<file path="src/rtl/serial_adder_pkg.sv">
// serial_adder_pkg
//   Shared definitions for the bit-serial adder slice.
//   state_t   : controller FSM encoding (IDLE, RUN, DONE).
//   cnt_width : bit-counter width for a given operand width (min 1).
//   Optional feature macro used by the slice: SERIAL_ADDER_SUB_EN.
package serial_adder_pkg;

   typedef enum logic [1:0] {
      IDLE = 2'd0,
      RUN  = 2'd1,
      DONE = 2'd2
   } state_t;

   function automatic int unsigned cnt_width(input int unsigned w);
      return (w > 1) ? $clog2(w) : 1;
   endfunction

endpackage

</file>
<file path="src/rtl/serial_adder_ctrl_cell.sv">
// full_adder_cell
//   Purely combinational 1-bit full adder shared by the serial controller.
//   Ports:
//     a, b, cin : input bits
//     s         : sum bit   = a ^ b ^ cin
//     cout      : carry out = majority(a, b, cin)
module full_adder_cell (
   input  logic a,
   input  logic b,
   input  logic cin,
   output logic s,
   output logic cout
);

   always_comb begin
      s    = a ^ b ^ cin;
      cout = (a & b) | (a & cin) | (b & cin);
   end

endmodule

</file>
<file path="src/rtl/serial_adder_ctrl.sv">
// serial_adder_ctrl
//   Bit-serial WIDTH-bit adder. One full_adder_cell is reused over WIDTH
//   cycles, LSB first, with a registered carry between cycles.
//   Parameters:
//     WIDTH : operand/sum width, 1..64
//   Ports:
//     clk   : clock, rising edge
//     rst   : asynchronous active-high reset
//     start : request, accepted only in IDLE or DONE
//     a, b  : operands, captured on accepted start
//     cin   : carry-in, captured on accepted start
//     sub   : (only with SERIAL_ADDER_SUB_EN) subtract select, captured
//             with operands; sub=1 computes a-b, cout=1 means no borrow
//     busy  : high while bits are processed (RUN)
//     done  : one-cycle pulse, s/cout valid
//     s     : sum, held until the next result
//     cout  : final carry-out, held with s
//   Optional feature macro: SERIAL_ADDER_SUB_EN
module serial_adder_ctrl
   import serial_adder_pkg::*;
#(
   parameter int unsigned WIDTH = 8
) (
   input  logic             clk,
   input  logic             rst,
   input  logic             start,
   input  logic [WIDTH-1:0] a,
   input  logic [WIDTH-1:0] b,
   input  logic             cin,
`ifdef SERIAL_ADDER_SUB_EN
   input  logic             sub,
`endif
   output logic             busy,
   output logic             done,
   output logic [WIDTH-1:0] s,
   output logic             cout
);

   localparam int unsigned CW = cnt_width(WIDTH);
   localparam logic [CW-1:0] LAST = CW'(WIDTH - 1);

   state_t           state;
   logic [WIDTH-1:0] op_a;
   logic [WIDTH-1:0] op_b;
   logic [WIDTH-1:0] acc;
   logic             carry;
   logic [CW-1:0]    cnt;

   logic             sum_bit;
   logic             carry_next;
   logic [WIDTH-1:0] sum_next;
   logic [WIDTH-1:0] b_load;
   logic             c_load;

   // Operand B / carry as they are loaded; subtraction is a + ~b + 1.
`ifdef SERIAL_ADDER_SUB_EN
   always_comb begin
      b_load = sub ? ~b   : b;
      c_load = sub ? 1'b1 : cin;
   end
`else
   always_comb begin
      b_load = b;
      c_load = cin;
   end
`endif

   full_adder_cell u_cell (
      .a    (op_a[0]),
      .b    (op_b[0]),
      .cin  (carry),
      .s    (sum_bit),
      .cout (carry_next)
   );

   // Sum shifts right with the new bit entering at the MSB; written as a
   // shift plus bit overwrite so WIDTH=1 needs no special slice.
   always_comb begin
      sum_next            = acc >> 1;
      sum_next[WIDTH-1]   = sum_bit;
   end

   always_ff @(posedge clk or posedge rst) begin
      if (rst) begin
         state <= IDLE;
         op_a  <= '0;
         op_b  <= '0;
         acc   <= '0;
         carry <= 1'b0;
         cnt   <= '0;
         s     <= '0;
         cout  <= 1'b0;
      end else begin
         unique case (state)
            IDLE, DONE: begin
               if (start) begin
                  op_a  <= a;
                  op_b  <= b_load;
                  carry <= c_load;
                  acc   <= '0;
                  cnt   <= '0;
                  state <= RUN;
               end else begin
                  state <= IDLE;
               end
            end
            RUN: begin
               op_a  <= op_a >> 1;
               op_b  <= op_b >> 1;
               carry <= carry_next;
               acc   <= sum_next;
               cnt   <= cnt + CW'(1);
               if (cnt == LAST) begin
                  s     <= sum_next;
                  cout  <= carry_next;
                  state <= DONE;
               end
            end
            default: state <= IDLE;
         endcase
      end
   end

   always_comb begin
      busy = (state == RUN);
      done = (state == DONE);
   end

endmodule

</file>
<file path="config.mk">
export PLATFORM = sky130hd
export DESIGN_NAME = serial_adder_ctrl
export DESIGN_NICKNAME = d
export VERILOG_FILES = /design/src/rtl/serial_adder_pkg.sv /design/src/rtl/serial_adder_ctrl_cell.sv /design/src/rtl/serial_adder_ctrl.sv
export SDC_FILE = /design/constraint.sdc
export NUM_CORES = 1
export LEC_CHECK = 0
export BUFFER_PORTS_ARGS = -buffer_cell sky130_fd_sc_hd__buf_2
export CAP_MARGIN = 30
export CORE_MARGIN = 2
export CORE_UTILIZATION = 50
export DETAILED_ROUTE_END_ITERATION = 6
export GPL_ROUTABILITY_DRIVEN = 0
export HOLD_SLACK_MARGIN = 0.06
export PLACE_DENSITY = 0.72
export SLEW_MARGIN = 20
export SYNTH_ARGS = -nofsm -noshare
export SYNTH_HDL_FRONTEND = slang
export SYNTH_HIERARCHICAL = 1
export SYNTH_SLANG_ARGS = --single-unit
</file>
<file path="constraint.sdc">
create_clock -name clk -period 3.1 [get_ports clk]
set_input_delay 0.93 -clock clk [delete_from_list [all_inputs] [get_ports clk]]
set_output_delay 0.93 -clock clk [all_outputs]
set_load 0.01 [all_outputs]
</file>
==> flow_summary.json <==
{
  "setup.worst_path.class": "flop to output pin",
  "timing.max_slew.rel_slack_pct": 65.2,
  "routed-via-count": 1265,
  "tritoncts_num_sinks": 38,
  "drc_errors": 0,
  "worst-path-max-fanout": 12,
  "gr-usage-met1_pct": 23.6,
  "syn_inst": 161,
  "post_drt_wl_per_cell_um": 14.1,
  "grt_start_max_net_pins": 42,
  "worst_setup_path_start_kind": "flop",
  "clock-skew-final_ns": 0.00619,
  "dominant_cell_type_by_area_after_synthesis": "dfrtp_1",
  "synthDistinctLibCells": 32,
  "floorplan.core_area_um2": 3610,
  "grt.met3_usage_pct": 5.38,
  "initial_antenna_violation_count": 0,
  "ir_drop_v": 0.000391,
  "postSynthRegisterBits": 38,
  "grt_pass1_wl_um": 5620,
  "post-synth-top-area-fraction_pct": 51.1,
  "area_growth_syn_to_layout_pct": 14.3,
  "report.final.setup_viol": 0,
  "cts-root-buf": "clkbuf_8",
  "power_leakage_nw": 1.01,
  "clk_pin_slew_ns": 0.07,
  "hpwl_um": 2280,
  "yosys.cell_count.top_type": "dfrtp_1",
  "yosys-top-cells-area": "dfrtp_1 51%, mux2_4 7.3%, mux2i_1 5.9%",
  "ys_dominant_reg_cell": "dfrtp_1",
  "vias_per_cell": 5.27,
  "synth_edf_count": 0,
  "ctsLongestPathBuffers": 2,
  "grt_setup_unrepaired": "false",
  "firstDrtPassIters": 4,
  "design.die.area_um2": 4230,
  "top_level_port_count": 31,
  "synth.yosys.warnings": 6,
  "clkLatencyLatePin_ns": 0.29,
  "tightestPinTransition_ns": 0.522,
  "postSynthAreaPerCell_um2": 11.6,
  "synth_seq_area_share_pct": 51.1,
  "postLayoutCoreUtil_pct": 59.0,
  "run_status": "finished, final reports clean",
  "cap_violations": 0,
  "drt_first_iter_violations": 112,
  "global_route.peak_usage_layer": "met2",
  "final_stage_net_count": 214,
  "holdBufCountCts": 0,
  "post-cts-setup-buffer-count": 0,
  "io_buffer_count": 30,
  "synth_nets": 184,
  "power_density_nw_per_um2": 968,
  "grt_pass1_vias": 1246,
  "cp_data_required_time_ns": 2.17,
  "worstPathCellList": "nand2b_2 > inv_2 > buf_2",
  "critPathMaxStageDelay_ns": 0.39,
  "period_needed_ns": 2.23,
  "clock_tree_from_tritoncts": "yes",
  "ctsResizeCount": 0,
  "yosys-top-cells-count": "38 x dfrtp_1, 11 x mux2i_1, 10 x nor2b_1",
  "start_util_pct": 51.6,
  "mappedNetlistArea_um2": 1860,
  "post-route-period-util_pct": 72.1,
  "grt.met2_usage_pct": 27.7,
  "cts_max_level": 2,
  "floorplan.die.height_um": 65,
  "antenna_violating_nets_post_route": 0,
  "cts_inserted_buffers": 5,
  "drive_gt1_share_pct": 28.6,
  "slew_viol_final": 0,
  "slowest_cell_on_crit_path": "dfrtp_1",
  "maximum_operating_frequency_mhz": 448,
  "min-delay-path-class": "flop to flop",
  "grt_overflow": 0,
  "worst_ep_arrival_time_ns": 1.30,
  "rows": 22,
  "critPathCaptureType": "output pin",
  "die-width_um": 65,
  "grtUsageTotal_pct": 17.9,
  "wirelength_um": 3380,
  "setup_total_negative_slack_ns": 0,
  "antenna_cells_inserted": 0,
  "async_flop_share_pct": 100,
  "finalHoldViolCount": 0
}
## metrics by stage
stage / cell area [um^2] / cells / hold WS [ns] / total power (W) / setup WS [ns]
after floorplan: 1860 / 161 / 0.470 / 0.00153 / 1.24
after global placement: 2030 / 232 / 0.486 / 0.00168 / 0.954
after detailed placement: 2030 / 232 / 0.490 / 0.00173 / 0.886
after CTS: 2130 / 240 / 0.507 / 0.00208 / 0.871
after global routing: 2130 / 240 / 0.517 / 0.00222 / 0.823
final: 2130 / 240 / 0.507 / 0.00206 / 0.866
## sequential cells by signal, summed over array words and instances, names as in the netlist
signal / flops
op_a: 8
op_b: 8
s: 8
acc: 7
cnt: 3
state: 2
carry: 1
cout: 1
## layout make-up
cell class	count	area [um^2]
Fill cell	337	1480
Sequential cell	38	951
Multi-Input combinational cell	110	840
Timing Repair Buffer	33	173
Clock buffer	7	86.3
Tap cell	48	60.1
Inverter	3	11.3
Clock inverter	1	5.00
## power by group
| part | switching (W) | internal [W] |
|---|---|---|
| Sequential | 0.000164 | 0.000726 |
| Combinational | 0.000396 | 0.000425 |
| Clock | 0.000168 | 0.000179 |
## worst max-delay path: cells and delay by family, from the launching register on
family        cells  cell delay [ns]
simple gates      1             0.24
flops             1             0.39
buf+inv           2             0.39
## final timing paths
| check | startpoint | to | slack [ns] | cells past startpoint |
|---|---|---|---|---|
| worst min register to register | carry$_DFFE_PP0P_ | carry$_DFFE_PP0P_ | 0.51 | 1 |
| worst min-delay path | carry$_DFFE_PP0P_ | carry$_DFFE_PP0P_ | 0.51 | 1 |
| worst max-delay path | state[1]$_DFFE_PP0P_ | busy | 0.87 | 3 |
| max in group asynchronous | rst | cnt[1]$_DFFE_PP0P_ | 2.02 | 3 |
| min in group asynchronous | rst | op_a[2]$_DFFE_PP0P_ | 0.75 | 3 |
| worst max register to register | state[0]$_DFFE_PP0P_ | op_a[6]$_DFFE_PP0P_ | 1.58 | 4 |
## cell families (layout without fill, tap and decap cells)
family	count (synthesis)	in the layout	synth area share, %
compound gates	37	37	12.6
mux	26	26	16.8
buf+inv	13	44	3.77
simple gates	43	43	12.8
flops	38	38	51.1
xor+xnor	1	1	0.471
fa+ha+maj	3	3	2.42
## per-layer routing
metal / vias up / routed length [um]
met4: 0 / 66
met1: 603 / 1620
met2: 27 / 1550
met3: 5 / 134
met5: - / 0
li1: 630 / -
## cell usage in the layout (no fill, tap or decap), types with 4 or more instances in the layout
cell / netlist / layout
nor2_1: 5 / 5
o21ai_1: 9 / 9
a211oi_1: 9 / 9
mux2_4: 9 / 9
a21oi_1: 9 / 9
nor3_1: 4 / 4
clkbuf_8: 0 / 6
mux2i_1: 11 / 11
mux2_1: 5 / 5
o22ai_1: 4 / 4
a22o_1: 4 / 4
nor2b_1: 10 / 10
nand2_1: 9 / 9
nand2b_1: 8 / 8
buf_2: 5 / 30
dfrtp_1: 38 / 38
No activity file was read; power rests on OpenSTA's default activity.
